File: config.mk
export PLATFORM = sky130hd
export DESIGN_NAME = seven_segment_scanner
export DESIGN_NICKNAME = d
export VERILOG_FILES = /design/src/rtl/seven_seg_pkg.sv /design/src/rtl/seven_segment_decoder.sv /design/src/rtl/seven_segment_scanner.sv
export SDC_FILE = /design/constraint.sdc
export NUM_CORES = 1
export LEC_CHECK = 0
export ABC_CLOCK_PERIOD_IN_PS = 3460
export CAP_MARGIN = 20
export CORE_MARGIN = 10
export CORE_UTILIZATION = 55
export CTS_BUF_LIST = sky130_fd_sc_hd__clkbuf_4 sky130_fd_sc_hd__clkbuf_8 sky130_fd_sc_hd__clkbuf_16
export DETAILED_ROUTE_END_ITERATION = 8
export PLACE_DENSITY = 0.77
export SYNTH_ARGS = -nofsm -noshare
export SYNTH_HDL_FRONTEND = slang
export SYNTH_SLANG_ARGS = --single-unit
File: constraint.sdc
create_clock -name clk -period 3.46 [get_ports clk]
set_clock_uncertainty 0.05 [all_clocks]
set_input_delay 0.519 -clock clk [delete_from_list [all_inputs] [get_ports clk]]
set_output_delay 0.519 -clock clk [all_outputs]
set_load 0.02 [all_outputs]
File: src/rtl/seven_seg_pkg.sv
// Shared constants for the seven-segment display path.
//  GLYPH     : active-high gfedcba patterns for hex digits 0..F
//  SEG_BLANK : active-high pattern for a dark digit
//  cnt_width : bit width needed to hold values 0..n-1 (never less than 1)
package seven_seg_pkg;

   localparam logic [6:0] SEG_BLANK = 7'h00;

   localparam logic [6:0] GLYPH [16] = '{
      7'h3F, 7'h06, 7'h5B, 7'h4F, 7'h66, 7'h6D, 7'h7D, 7'h07,
      7'h7F, 7'h6F, 7'h77, 7'h7C, 7'h39, 7'h5E, 7'h79, 7'h71
   };

   function automatic int cnt_width(input int n);
      int r;
      r = 1;
      for (int i = 1; i < 32; i++) begin
         if ((1 << i) < n) r = i + 1;
      end
      return r;
   endfunction

endpackage

File: src/rtl/seven_segment_decoder.sv
// Combinational hex-to-glyph lookup.
//  nibble : hex digit to display
//  blank  : 1 forces all segments off
//  glyph  : active-high segments, bit6=g .. bit0=a
module seven_segment_decoder
   import seven_seg_pkg::*;
(
   input  logic [3:0] nibble,
   input  logic       blank,
   output logic [6:0] glyph
);

   always_comb begin
      glyph = GLYPH[nibble];
      if (blank) glyph = SEG_BLANK;
   end

endmodule

File: src/rtl/seven_segment_scanner.sv
// Time-multiplexed N-digit seven-segment scanner.
//  clk, rst_n   : clock, asynchronous active-low reset
//  enable       : 0 darkens the display and freezes the scan
//  value, dp    : packed nibbles (digit 0 in [3:0]) and per-digit decimal points
//  blank_lz     : suppress leading zeros
//  bright       : on-time level, 7 = full slot, 0 = shortest
//  seg, dp_out  : segment and decimal point pins
//  an           : digit select pins, one-hot when lit
//  frame_start  : one-cycle pulse when the shadow registers load
// All outputs are registered. They are computed from the next-cycle state so that
// an/seg line up with the prescaler/digit they describe.
module seven_segment_scanner
   import seven_seg_pkg::*;
#(
   parameter int NUM_DIGITS       = 4,
   parameter int REFRESH_DIV      = 50000,
   parameter bit SEG_ACTIVE_LOW   = 1'b1,
   parameter bit DIGIT_ACTIVE_LOW = 1'b1
) (
   input  logic                    clk,
   input  logic                    rst_n,
   input  logic                    enable,
   input  logic [4*NUM_DIGITS-1:0] value,
   input  logic [NUM_DIGITS-1:0]   dp,
   input  logic                    blank_lz,
   input  logic [2:0]              bright,
   output logic [6:0]              seg,
   output logic                    dp_out,
   output logic [NUM_DIGITS-1:0]   an,
   output logic                    frame_start
);

   localparam int PW = cnt_width(REFRESH_DIV);
   localparam int IW = cnt_width(NUM_DIGITS);
   localparam logic [PW-1:0] PRE_LAST = PW'(REFRESH_DIV - 1);
   localparam logic [IW-1:0] IDX_LAST = IW'(NUM_DIGITS - 1);
   localparam logic [6:0] SEG_OFF = SEG_ACTIVE_LOW ? 7'h7F : 7'h00;
   localparam logic DP_OFF = SEG_ACTIVE_LOW;
   localparam logic [NUM_DIGITS-1:0] AN_OFF = DIGIT_ACTIVE_LOW ? '1 : '0;

   logic [PW-1:0]           pre_q, pre_d;
   logic [IW-1:0]           idx_q, idx_d;
   logic [4*NUM_DIGITS-1:0] sval_q, sval_d;
   logic [NUM_DIGITS-1:0]   sdp_q, sdp_d;
   logic                    sblz_q, sblz_d;
   logic                    primed_q;
   logic                    load;

   logic [NUM_DIGITS-1:0]   blank_mask;
   logic [NUM_DIGITS-1:0]   sel;
   logic [3:0]              nib;
   logic                    blank_this;
   logic                    dp_this;
   logic                    upper_zero;
   logic                    lit;
   logic [31:0]             on_cycles;
   logic [6:0]              glyph;
   logic [6:0]              seg_d;
   logic                    dp_pin_d;
   logic [NUM_DIGITS-1:0]   an_d;

   // Scan counters and shadow load. The very first enabled cycle after reset only
   // loads the shadows and keeps the prescaler at 0, so that frame opens with a
   // dead-time cycle just like every later frame.
   always_comb begin
      pre_d = pre_q;
      idx_d = idx_q;
      load  = 1'b0;
      if (enable) begin
         if (!primed_q) begin
            load = 1'b1;
         end else if (pre_q == PRE_LAST) begin
            pre_d = '0;
            if (idx_q == IDX_LAST) begin
               idx_d = '0;
               load  = 1'b1;
            end else begin
               idx_d = idx_q + IW'(1);
            end
         end else begin
            pre_d = pre_q + PW'(1);
         end
      end
      sval_d = load ? value    : sval_q;
      sdp_d  = load ? dp       : sdp_q;
      sblz_d = load ? blank_lz : sblz_q;
   end

   // Digit k is blanked when every nibble from k upward is zero; digit 0 always shows.
   always_comb begin
      upper_zero = 1'b1;
      blank_mask = '0;
      for (int k = NUM_DIGITS - 1; k >= 0; k--) begin
         upper_zero    = upper_zero & (sval_d[4*k +: 4] == 4'h0);
         blank_mask[k] = sblz_d & upper_zero & (k != 0);
      end
   end

   always_comb begin
      nib        = 4'h0;
      blank_this = 1'b0;
      dp_this    = 1'b0;
      for (int k = 0; k < NUM_DIGITS; k++) begin
         if (idx_d == IW'(k)) begin
            nib        = sval_d[4*k +: 4];
            blank_this = blank_mask[k];
            dp_this    = sdp_d[k];
         end
      end
   end

   seven_segment_decoder u_dec (
      .nibble (nib),
      .blank  (blank_this),
      .glyph  (glyph)
   );

   // Prescaler 0 is always dead time; the lit window ends before on_cycles.
   always_comb begin
      on_cycles = ((32'(bright) + 32'd1) * 32'(REFRESH_DIV)) >> 3;
      lit       = enable && (pre_d != '0) && (32'(pre_d) < on_cycles);
      sel       = '0;
      for (int k = 0; k < NUM_DIGITS; k++) begin
         sel[k] = lit && (idx_d == IW'(k));
      end
      an_d     = DIGIT_ACTIVE_LOW ? ~sel : sel;
      seg_d    = SEG_ACTIVE_LOW ? ~glyph : glyph;
      dp_pin_d = SEG_ACTIVE_LOW ? ~dp_this : dp_this;
   end

   always_ff @(posedge clk or negedge rst_n) begin
      if (!rst_n) begin
         pre_q       <= '0;
         idx_q       <= '0;
         sval_q      <= '0;
         sdp_q       <= '0;
         sblz_q      <= 1'b0;
         primed_q    <= 1'b0;
         seg         <= SEG_OFF;
         dp_out      <= DP_OFF;
         an          <= AN_OFF;
         frame_start <= 1'b0;
      end else begin
         pre_q       <= pre_d;
         idx_q       <= idx_d;
         sval_q      <= sval_d;
         sdp_q       <= sdp_d;
         sblz_q      <= sblz_d;
         primed_q    <= primed_q | enable;
         frame_start <= load;
         an          <= an_d;
         // Segments only change in the dead-time cycle, never under a lit digit.
         if (pre_d == '0) begin
            seg    <= seg_d;
            dp_out <= dp_pin_d;
         end
      end
   end

endmodule

## Word-level counts from Yosys, hierarchy flattened

Memories as Yosys holds them, arrays and structs flattened.
Index checks and enable logic that the tools add are counted.

- Bits in registers: 99
- ROM bits: 112
- Input bits: 27
- Output and inout port bits: 13
- Word-level logic and storage cells: 72
- Memories kept: 1

Memories:

| name | words | bits a word | read ports | clocked after Yosys merged registers in | write ports | RTL line | RTL |
|---|---|---|---|---|---|---|---|
| (name not given) | 16 | 7 | 1 | 0 | 0 | seven_segment_decoder.sv:14 | `glyph = GLYPH[nibble];` |

- Add/sub/neg operators: 3
- Multipliers: 1
- Order comparisons: 2
- Equality and inequality tests: 5
- Muxes and demuxes: 28
- Bitwise logic cells: 10
- Reductions and logical operators: 12

Operator list:

| cell | count |
|---|---|
| two-way mux 32 bit | 7 |
| equality test 32 x 2 -> 1 bit (second input constant) | 3 |
| adder 32 x 1 -> 32 bit (second input constant) | 2 |
| logical NOT 32 bit | 2 |
| equality test 32 x 1 -> 1 bit (second input constant) | 1 |
| equality test 32 x 16 -> 1 bit (second input constant) | 1 |
| less-than comparator 32 x 17 -> 1 bit | 1 |
| nonzero test 32 bit | 1 |
| two-way mux 7 bit | 3 |
| two-way mux 4 bit | 5 |
| multiplier 4 x 12 -> 16 bit (second input constant) | 1 |
| two-way mux 16 bit | 1 |
| logical NOT 4 bit | 3 |
| two-way mux 1 bit | 12 |
| NOT 7 bit | 1 |
| logical AND 1 bit | 6 |
| bitwise AND 1 bit | 5 |
| >= comparator 5 bit (second input constant) | 1 |
| NOT 4 -> 5 bit | 1 |
| adder 3 x 1 -> 4 bit (second input constant) | 1 |
| NOT 4 bit | 1 |
| NOT 1 bit | 1 |
| bitwise OR 1 bit | 1 |

## Depth between registers and ports, before layout

Gate-level depths: netlist of the first run.

- Word-level depth: 16
- Gate-level depth with buffers: 23
- Mapped depth without buffers: 23

## Modules after synthesis

Synthesis of the first run repeated with hierarchy kept, for this count alone.

- Cells, all modules: 749
- Area total of the unflattened synthesis: 6955.4 µm²

Modules (own cells, without submodules):

| module | times used | cells an instance | area each (µm²) | seq. area each (µm²) |
|---|---|---|---|---|
| seven_segment_scanner | 1 | 714 | 6693.9 | 2492.4 |
| seven_segment_decoder | 1 | 35 | 261.5 | 0.0 |

## Worst setup path after synthesis of the first run

No wires, ideal clock.

- Path type: in2reg
- Start: in bright[0]
- End: reg an[2]
- Setup time: 0.062 ns
- Arrival: 4.179 ns
- Required time: 3.348 ns
- Setup slack: -0.831 ns
- Stages on the path: 22
- Buffers on the path: 0
- Cells stage by stage: inv_1 ha_1 ha_1 inv_1 fa_1 inv_1 ha_1 a21o_1 a21oi_1 o21bai_1 a21oi_1 nor2b_1 a41o_1 a21oi_1 xor2_1 ha_1 nand4_1 nor3_1 o211ai_1 o2111ai_1 nor3_1 nand2_1

- Longest elaborated chain between the ends: 6

RTL lines:

| item | RTL line | RTL |
|---|---|---|
| from (decl) | seven_segment_scanner.sv:26 | `input logic [2:0] bright,` |
| adder 3 x 1 -> 4 bit | seven_segment_scanner.sv:120 | `on_cycles = ((32'(bright) + 32'd1) * 32'(REFRESH_DIV)) >> 3;` |
| multiplier 4 x 12 -> 16 bit | seven_segment_scanner.sv:120 |  |
| less-than comparator 32 x 17 -> 1 bit | seven_segment_scanner.sv:121 | `lit = enable && (pre_d != '0) && (32'(pre_d) < on_cycles);` |
| logical AND 1 bit | seven_segment_scanner.sv:121 |  |
| logical AND 1 bit | seven_segment_scanner.sv:124 | `sel[k] = lit && (idx_d == IW'(k));` |
| NOT 4 bit | seven_segment_scanner.sv:126 | `an_d = DIGIT_ACTIVE_LOW ? ~sel : sel;` |
| net an_d[2] | seven_segment_scanner.sv:60 | `logic [NUM_DIGITS-1:0] an_d;` |
| to (signal assigned) | seven_segment_scanner.sv:151 | `an <= an_d;` |
| to (decl) | seven_segment_scanner.sv:29 | `output logic [NUM_DIGITS-1:0] an,` |

The timed path passes the listed nets, and every way through them passes these cells.
A chain may end at the register's enable or synchronous reset.

## Worst setup path in the final report of the first run

Same ends and word-level chain as after synthesis.

==> metrics.yaml, run 1 <==
drcViolationCount: 0
worstSetupEndpointType: "flop"
postRouteAntennaNets: 0
cp_cell_sequence: "buf_12 > clkinvlp_4 > ha_4 > ha_4 > inv_2 > fa_2 > inv_2 > ha_4 > a21o_1 > a21oi_2 > o21bai_1 > a21oi_2 > nor2b_2 > a41o_1 > a21oi_2 > xor2_1 > ha_1 > nand4_1 > nor3_4 > o211ai_1 > o2111ai_2 > nor3_2 > nand2_1"
die_x_um: 132.0
drive_above_1_share: 0.4030
synthArstFlopShare: 1.000
wl_per_cell_um: 19.98
clock_sinks: 99
layout.nets: 1059
synthTopCellsByArea: "dfrtp_1 32%, ha_1 7.4%, xnor2_1 6.7%, nand2_1 4.7%, dfstp_2 4.6%"
violations: "setup timing"
grt_pass1_vias: 6857
routabilityCongestion: 0.9590
vdd_drop_max_v: 0.0003430
p_leak_nw: 4.806
grt_pass1_wl_mm: 34.21
track_usage: 0.2344
min_path_type: "input pin to asynchronous set/reset pin"
cp_data_arrival_time_ps: 4350
drt-total-wl_mm: 23.24
fill_cells: 656
yosysWarnings: 0
synth_edf_count: 0
clk_latency_ps: 360
worstMarginPinSlew_ps: 658.8
vias_per_cell: 6.164
cts_tree: "yes"
syn_area_per_cell_um2: 9.332
cts_buffer_depth: 2
power_density_mw_per_mm2: 323.7
synth_area_mm2: 0.006897
hold_buffers: 0
final_hold_viol_count: 0
cp.required_ps: 3710
dp_cells: 1120
netlist.area_leader.share: 0.3157
ff2ff_path_depth: 20
cts_made_buffers: 9
fin_cells: 1163
yosysSeqAreaShare: 0.3614
cts.clk_slew.worst_paths_ps: 70
drt_iter0_drc: 642
worst_setup_path_start_kind: "input pin"
cp_max_fo: 4
cts_root_buffer: "clkbuf_16"
area_growth_pct: 47.75
port_buffers: 39
layout_commonest_cell: "buf_4"
num_antenna_cells: 0
std_cell_rows: 40
synth_cell_types: 76
fin_crit_ps: 4094
ys_ff_latch: 99
core_area_mm2: 0.01216
regArea_mm2: 0.002492
dieArea_mm2: 0.01742
die_height_um: 132.0
final_cell_mix: "219 x buf_4, 87 x dfrtp_1, 81 x nand2_1"
fmax_ghz: 0.2443
timing.rr.end: "seg[3]"
rsz0062_at_grt: "yes"
io_pins: 40
hpwl_mm: 15.36
final_core_util: 0.8379
overflow: 0
tns_ps: -6262
drv_cap: 0
rrSetupSlack_ps: -570
vias: 7169
worst_slack_ps: -634.2
finalSetupViolations: 12
post-place-ws_ps: -1591
grt_max_degree: 51
syn-num-nets: 808
multi_input_area_mm2: 0.004831
drv_slew: 0
status: "complete, but fails checks"
dr.pass1.iters: 5
crit_type: "input pin to flop"
slowest_stage: "fa_2"
antenna_found_initial: 0
htreeDepth: 3
synth.largest_area_cell: "dfrtp_1"
syn_inst: 739
synth_ff_type: "dfrtp_1"
finalCritPeriodShare: 1.183
critPathMaxStageDelay_ps: 520
start_util: 0.5671
r2r_start: "pre_q[10]"
timing.slew.headroom: 0.5608
per-layer routing:
layer / wire (um) / global-route usage
met1: 9152 / 0.2815
met4: 862 / 0.08529
met3: 1421 / 0.04345
met5: 0 / 0
met2: 11800 / 0.4068
timing repair:
action                     4_1_cts  5_1_grt
setup buffers                    7       21
resized for setup               63       55
setup endpoints to repair       12       12
pin swaps                       39       59
cell type report:
cell class | count | share of cell area
multi-input cells | 578 | 0.4741
flip-flops and latches | 99 | 0.2446
repair buffers | 272 | 0.2171
clock buffers | 10 | 0.02284
well taps | 168 | 0.02063
inverters | 30 | 0.01203
clock inverters | 6 | 0.008718
metrics by stage:
step	hold slack [ps]	power, mW	area (um^2)
after floorplan	173.4	1.742	7161
after global placement	406.5	2.065	9174
after detailed placement	409.8	2.097	9174
after CTS	164.3	3.237	9787
after global routing	186.8	3.427	10190
final	131.6	3.299	10190
critical path, delay by kind of cell:
kind            cells  cell delay, ps
xor+xnor            1              90
compound gates      8            1480
buf+inv             4             260
simple gates        5             570
fa+ha+maj           5            1410
cell families (layout without fill, tap and decap cells):
kind of cell	after synthesis	after routing	share of synthesized area
mux	27	27	0.04191
compound gates	109	109	0.1139
fa+ha+maj	42	42	0.07729
buf+inv	62	318	0.03665
simple gates	318	318	0.2647
flops	99	99	0.3614
xor+xnor	82	82	0.1041
synthesized netlist by cell type, types with 3 or more instances:
| cell | n |
|---|---|
| a21o_1 | 11 |
| ha_1 | 41 |
| o22ai_1 | 5 |
| nor2b_1 | 6 |
| o211a_1 | 3 |
| and2_1 | 14 |
| nand2b_1 | 8 |
| nor4_1 | 19 |
| dfstp_2 | 12 |
| o21bai_1 | 3 |
| dfrtp_1 | 87 |
| o41ai_1 | 5 |
| nand4_1 | 27 |
| nor4b_1 | 8 |
| nor3_1 | 22 |
| a22oi_1 | 6 |
| a31oi_1 | 12 |
| xor2_1 | 29 |
| nand2_1 | 87 |
| or3_1 | 5 |
| or2_2 | 3 |
| mux2i_1 | 14 |
| clkbuf_1 | 18 |
| mux2_2 | 11 |
| and3_1 | 14 |
| nand3_1 | 30 |
| o211ai_1 | 8 |
| buf_2 | 13 |
| inv_1 | 27 |
| nor4_4 | 3 |
| a211oi_1 | 3 |
| nor2_1 | 39 |
| and4_1 | 12 |
| nor4_2 | 3 |
| o31ai_1 | 3 |
| xnor2_1 | 53 |
| o21ai_0 | 16 |
| a21oi_1 | 12 |
| o21a_1 | 3 |
power breakdown:
group          switching (mW)  internal, mW
Clock                   0.480         0.644
Combinational           0.460         0.431
Sequential             0.0450          1.24
Total                   0.985          2.31
worst max path at each step:
| stage | from | to | depth (start not counted) |
|---|---|---|---|
| floorplan | bright[0] | an[0] | 22 |
| global placement | bright[0] | an[1] | 24 |
| detailed placement | bright[0] | an[1] | 23 |
| CTS | bright[0] | an[0] | 23 |
| global route | bright[1] | an[2] | 22 |
| finish | bright[0] | an[2] | 23 |
state kept, by name (all words and copies together), names as in the netlist:
| name | flops |
|---|---|
| frame_start | 1 |
| seg | 7 |
| sval_q | 16 |
| primed_q | 1 |
| idx_q | 32 |
| an | 4 |
| dp_out | 1 |
| sblz_q | 1 |
| pre_q | 32 |
| sdp_q | 4 |
Power figures use the tool's default switching activity.
==> inputs of run 2 (changes only) <==
Settings changed: ABC_AREA from default to 0, ABC_CLOCK_PERIOD_IN_PS 3460 to 5100, CTS_BUF_LIST sky130_fd_sc_hd__clkbuf_4 sky130_fd_sc_hd__clkbuf_8 sky130_fd_sc_hd__clkbuf_16 to sky130_fd_sc_hd__clkbuf_2 sky130_fd_sc_hd__clkbuf_4 sky130_fd_sc_hd__clkbuf_8, PLACE_DENSITY 0.77 to 0.74.
Clock period 3.46 ns to 5.1 ns, I/O delays scaled along.
==> run 2 against run 1 <==
  * The run now ends clean
  * Flip-flop and latch count unchanged
  * Highest routed layer unchanged
  * Cell count decreased by 18%
  * Largest cell class unchanged
  * Non-clock buffer count decreased by 205
  * Worst setup slack improved by 910 ps
  * Worst hold slack improved by 180 ps
  * Total power decreased by 45%
  * Clock-buffer cell count decreased by 1
  * Routed wire length decreased by 27%
==> metrics.yaml, run 2 (same netlist as run 1, synthesis figures left out) <==
grt_pass1_vias: 5690  # -17%
cp.required_ps: 5370  # +1660 ps
vias_per_cell: 6.033  # -2.1%
clock_sinks: 99  # unchanged
antenna_found_initial: 0  # unchanged
fmax_ghz: 0.2073
tns_ps: 0  # +6262 ps
hold_buffers: 0  # unchanged
clk_latency_ps: 390  # +30 ps
hpwl_mm: 13.05  # -15%
cp_max_fo: 4  # unchanged
grtUsageMet2: 0.3083  # -0.09850
internal_power_mw: 1.229  # -47%
num_antenna_cells: 0  # unchanged
status: "completed"
switchingPower_mw: 0.5778  # -41%
cts_made_buffers: 9  # unchanged
dr.pass1.iters: 5  # unchanged
grt_pass1_wl_mm: 28.30  # -17%
cts_tree: "yes"
io_pins: 40  # unchanged
cts_buffer_depth: 2  # unchanged
fin_crit_ps: 4823
drv_slew: 0  # unchanged
worst_setup_path_start_kind: "input pin"
die_height_um: 132.0  # unchanged
worstMarginPinSlew_ps: 873.6  # +214.9 ps
drt-total-wl_mm: 16.93  # -27%
power_density_mw_per_mm2: 232.4  # -28%
met1_usage: 0.2485  # -0.03301
crit_type: "input pin to flop"
drv_cap: 0  # unchanged
cts.clk_slew.worst_paths_ps: 100  # +30 ps
finalSetupViolations: 0  # -12
combPwrFrac: 0.242  # -0.028
top_regs: "idx_q x32, pre_q x32, sval_q x16"
drive_above_1_share: 0.1242  # -0.2788
vdd_drop_max_v: 0.0001721  # -50%
layout.nets: 854  # -19%
drt_iter0_drc: 395  # -38%
min_path_type: "input pin to asynchronous set/reset pin"
port_buffers: 39  # unchanged
seqPwrFrac: 0.493  # +0.104
p_sw_frac: 0.3199  # +0.02119
wl_per_cell_um: 17.69  # -11%
htreeDepth: 3  # unchanged
final_cell_mix: "87 x nand2_1, 87 x dfrtp_1, 53 x xnor2_1"
drcViolationCount: 0  # unchanged
cts_root_buffer: "clkbuf_8"
grt_max_degree: 56  # +9.8%
power_mw: 1.806  # -45%
p_clk_frac: 0.266  # -0.075
postRouteAntennaNets: 0  # unchanged
finalCritPeriodShare: 0.9457
overflow: 0  # unchanged
final_core_util: 0.6391  # -0.1988
start_util: 0.5671  # unchanged
std_cell_rows: 40  # unchanged
die_x_um: 132.0  # unchanged
core_area_mm2: 0.01216  # unchanged
use_met3: 0.05335  # +0.009909
vias: 5774  # -19%
cts_resized: 0  # -100%
routabilityCongestion: 0.9484  # -1.1%
timing.slew.headroom: 0.4025  # -0.1583
post_cts_buffers: 0  # -7
worstSetupEndpointType: "flop"
cp_data_arrival_time_ps: 5090  # +740 ps
area_growth_pct: 12.70
rsz0062_at_grt: "no"
busiest_layer: "met2"
track_usage: 0.1939  # -0.04045
final_hold_viol_count: 0  # unchanged
p_leak_nw: 3.486  # -27%
dieArea_mm2: 0.01742  # unchanged
[run 2: changes by cell type in the layout (fill, tap and decap cells not counted), sizes merged]
| cell | previous run | this run |
|---|---|---|
| buf | 236 | 29 |
| clkbuf | 11 | 9 |
| clkdlybuf4s50 | 34 | 38 |
| clkdlybuf4s15 | 1 | 0 |
| clkinvlp | 3 | 1 |
| inv | 29 | 32 |
| clkinv | 2 | 3 |
| bufinv | 2 | 0 |
[run 2: through the flow]
stage                     instances  cell area, um^2  worst slack, ps  hold WS (ps)
after global routing            957             7772            2.745         341.9
after detailed placement        942             7570           -211.6         423.1
after global placement          942             7570           -33.68         405.6
after CTS                       957             7744            194.2         328.6
final                           957             7772            277.1         316.1
after floorplan                 739             6897            563.4         387.6
[run 2: final timing paths]
check,start,to,slack (ps),depth (start not counted)
worst min-delay path,rst_n,pre_q[23],320,1
worst max-delay path,bright[0],an[3],280,22
worst min register to register,sdp_q[0],sdp_q[0],440,2
max in group asynchronous,rst_n,pre_q[1],3550,2
worst max register to register,pre_q[22],seg[6],630,16
min in group clk,sdp_q[0],sdp_q[0],440,2
[run 2: layer usage]
metal / wire length [um] / part of all wire / vias up
met1: 7452 / 0.44 / 2768
met2: 8063 / 0.48 / 193
met4: 353 / 0.021 / 0
met5: 0 / 0 / -
met3: 1064 / 0.063 / 27
li1: - / - / 2786
[run 2: area by class of cell]
| class | instances | area (um^2) |
|---|---|---|
| clock buffer | 9 | 123.9 |
| tap | 168 | 210.2 |
| multi-input combinational | 578 | 4185 |
| fill | 1002 | 4389 |
| timing repair buffer | 67 | 598.1 |
| inverter | 30 | 112.6 |
| sequential | 99 | 2492 |
| clock inverter | 6 | 50.05 |
[run 2: power by group through the flow]
stage	logic (mW)	registers [mW]	clock network, mW
3_5_place_dp	0.430	0.903	0
3_3_place_gp	0.415	0.900	0
6_report	0.436	0.890	0.480
5_1_grt	0.482	0.898	0.527
2_1_floorplan	0.260	0.902	0
4_1_cts	0.433	0.888	0.493
[run 2: critical path, cell delays in order]
cell             delay [ps]
clkdlybuf4s50_1         530
inv_1                    80
ha_1                    320
buf_4                   160
ha_1                    290
ha_1                    310
ha_1                    340
nor2b_1                 140
o21ai_0                 160
nand2b_1                110
xnor2_1                 140
ha_1                    300
a21o_1                  180
a21o_1                  170
a21o_1                  170
a21o_1                  160
a21oi_1                 140
o21ai_0                 100
nand2_1                  90
o2111ai_2               150
nor3_2                  220
nand2_1                  80
==> inputs of run 3 (changes only) <==
Settings changed: REMOVE_ABC_BUFFERS from default to 1.
==> run 3 against run 2 <==
  * Flip-flop and latch count stayed put
  * Non-clock buffer count is 3 higher
  * Routed wire length is 2.7% lower
  * Worst hold slack better by 62 ps
  * Cell count is 0.42% higher
  * Global-route usage is 0.63 points lower
  * Largest power group unchanged
  * Critical path type unchanged
  * Final area is 1.3% higher
==> metrics.yaml, run 3 (same netlist as run 1, synthesis figures left out) <==
regArea_mm2: 0.002492  # unchanged
cts_tree: "yes"
drt_iter0_drc: 421  # +6.6%
power_density_mw_per_mm2: 244.9  # +5.4%
core_area_mm2: 0.01216  # unchanged
htreeDepth: 3  # unchanged
layout.nets: 857  # +0.35%
antenna_found_initial: 0  # unchanged
vdd_drop_max_v: 0.0002075  # +21%
rsz0062_at_grt: "no"
top_regs: "idx_q x32, pre_q x32, sval_q x16"
p_sw_frac: 0.2803  # -0.03959
vias_per_cell: 5.964  # -1.2%
fin_cells: 961  # +0.42%
final_hold_viol_count: 0  # unchanged
num_antenna_cells: 0  # unchanged
cp_cell_sequence: "clkdlybuf4s50_1 > and3_1 > ha_1 > inv_1 > fa_1 > inv_1 > ha_1 > a21o_1 > a21oi_1 > o21bai_1 > a21oi_2 > nor2b_1 > a41o_1 > a21oi_2 > xor2_1 > ha_1 > nand4_1 > nor3_1 > o211ai_1 > o2111ai_2 > nor3_2 > nand2_1"
status: "completed"
wl_per_cell_um: 17.15  # -3.1%
multi_input_area_mm2: 0.004187  # about the same
hpwl_mm: 12.59  # -3.5%
worst_setup_path_start_kind: "input pin"
dp_cells: 945  # +0.32%
fill_cells: 998  # -0.40%
slowest_stage: "clkdlybuf4s50_1"
p_leak_nw: 3.559  # +2.1%
cp.required_ps: 5380  # about the same
worst_slack_ps: 395.3  # +118.1 ps
power_mw: 1.928  # +6.7%
drv_cap: 0  # unchanged
timing.rr.end: "seg[4]"
cp_max_fo: 2  # -2
grt_pass1_wl_mm: 27.53  # -2.7%
die_x_um: 132.0  # unchanged
min_path_type: "input pin to asynchronous set/reset pin"
cts_made_buffers: 9  # unchanged
dieArea_mm2: 0.01742  # unchanged
rrSetupSlack_ps: 470  # -160 ps
r2r_start: "pre_q[22]"
cts.clk_slew.worst_paths_ps: 90  # about the same
drv_slew: 0  # unchanged
drive_above_1_share: 0.1286  # +0.004418
switchingPower_mw: 0.5404  # -6.5%
drcViolationCount: 0  # unchanged
post-place-ws_ps: -250.8  # -39.15 ps
ff2ff_path_depth: 16  # unchanged
routabilityCongestion: 0.9086  # -4.2%
overflow: 0  # unchanged
grt_max_degree: 57  # +1.8%
vias: 5731  # -0.74%
start_util: 0.5671  # unchanged
die_height_um: 132.0  # unchanged
final_cell_mix: "87 x nand2_1, 87 x dfrtp_1, 53 x xnor2_1"
crit_type: "input pin to flop"
crit_top_cell: "ha_1"
critPathMaxStageDelay_ps: 490  # -40 ps
combPwrFrac: 0.219  # -0.023
grt_pass1_vias: 5611  # -1.4%
dr.pass1.iters: 5  # unchanged
p_clk_frac: 0.321  # +0.055
hold_buffers: 0  # unchanged
finalSetupViolations: 0  # unchanged
cp_data_arrival_time_ps: 4980  # -110 ps
area_growth_pct: 14.15
drt-total-wl_mm: 16.48  # -2.7%
finalCritPeriodShare: 0.9225  # -0.02316
fin_crit_ps: 4705  # -118.1 ps
worstSetupEndpointType: "flop"
internal_power_mw: 1.388  # +13%
seqPwrFrac: 0.460  # -0.033
timing.slew.headroom: 0.4695  # +0.06699
clk_latency_ps: 390  # about the same
cts_buffer_depth: 2  # unchanged
final_core_util: 0.6473  # +0.008230
worstMarginPinSlew_ps: 775.7  # -97.96 ps
track_usage: 0.1876  # -0.006316
port_buffers: 39  # unchanged
io_pins: 40  # unchanged
postRouteAntennaNets: 0  # unchanged
cts_root_buffer: "clkbuf_8"
fmax_ghz: 0.2126  # +2.5%
std_cell_rows: 40  # unchanged
clock_sinks: 99  # unchanged
## run 3: how the worst max path moves through the flow
stage              start    end  slack (ps)  depth (start not counted)
6_report       bright[2]  an[2]         400                         22
5_1_grt        bright[2]  an[2]         120                         23
4_1_cts        bright[0]  an[2]         150                         23
3_5_place_dp   bright[0]  an[1]        -250                         23
3_3_place_gp   bright[0]  an[3]         -50                         23
2_1_floorplan  bright[0]  an[2]         560                         22
## run 3: timing repair
item,in CTS,in global routing
gates resized for setup,0,8
endpoints found under the setup margin,0,4
hold endpoints to repair,0,0
setup buffers,0,0
## run 3: metal layers
layer  vias up  part of all wire  global-route usage  wire length, um
li1       2784                 -                   -                -
met4         0             0.019             0.06860              320
met2       152              0.47              0.2963             7693
met1      2775              0.46              0.2491             7583
met5         -                 0                   0                0
met3        20             0.054             0.03582              886
## run 3: power by group through the flow
stage / Combinational [mW] / Clock [mW] / Sequential [mW]
floorplan: 0.227 / 0 / 0.921
CTS: 0.423 / 0.627 / 0.886
global placement: 0.411 / 0 / 0.899
finish: 0.423 / 0.618 / 0.887
global route: 0.468 / 0.657 / 0.894
detailed placement: 0.419 / 0 / 0.901
## run 3: final cells by class
cell class	count	share of cell area
clock buffer	11	0.01844
clock inverter	5	0.01271
inverter	30	0.01430
multi-input combinational	578	0.5318
sequential	99	0.3166
tap	168	0.02670
timing repair buffer	70	0.07947
## run 3: through the flow
stage / TNS, ps / hold WS [ps] / area (um^2)
after floorplan: 0 / 387.6 / 6756
after global placement: -191.0 / 406.5 / 7592
after detailed placement: -988.1 / 415.4 / 7592
after CTS: 0 / 404.1 / 7838
after global routing: 0 / 433.1 / 7873
final: 0 / 378.2 / 7873
## run 3: worst max-delay path: cells and delay by family
family / cells / cell delay [ps]
AND/OR/NAND/NOR: 6 / 790
XOR/XNOR: 1 / 90
adder cells (fa/ha/maj): 4 / 1160
buffers and inverters: 3 / 610
AO/OA/AOI/OAI: 8 / 1550
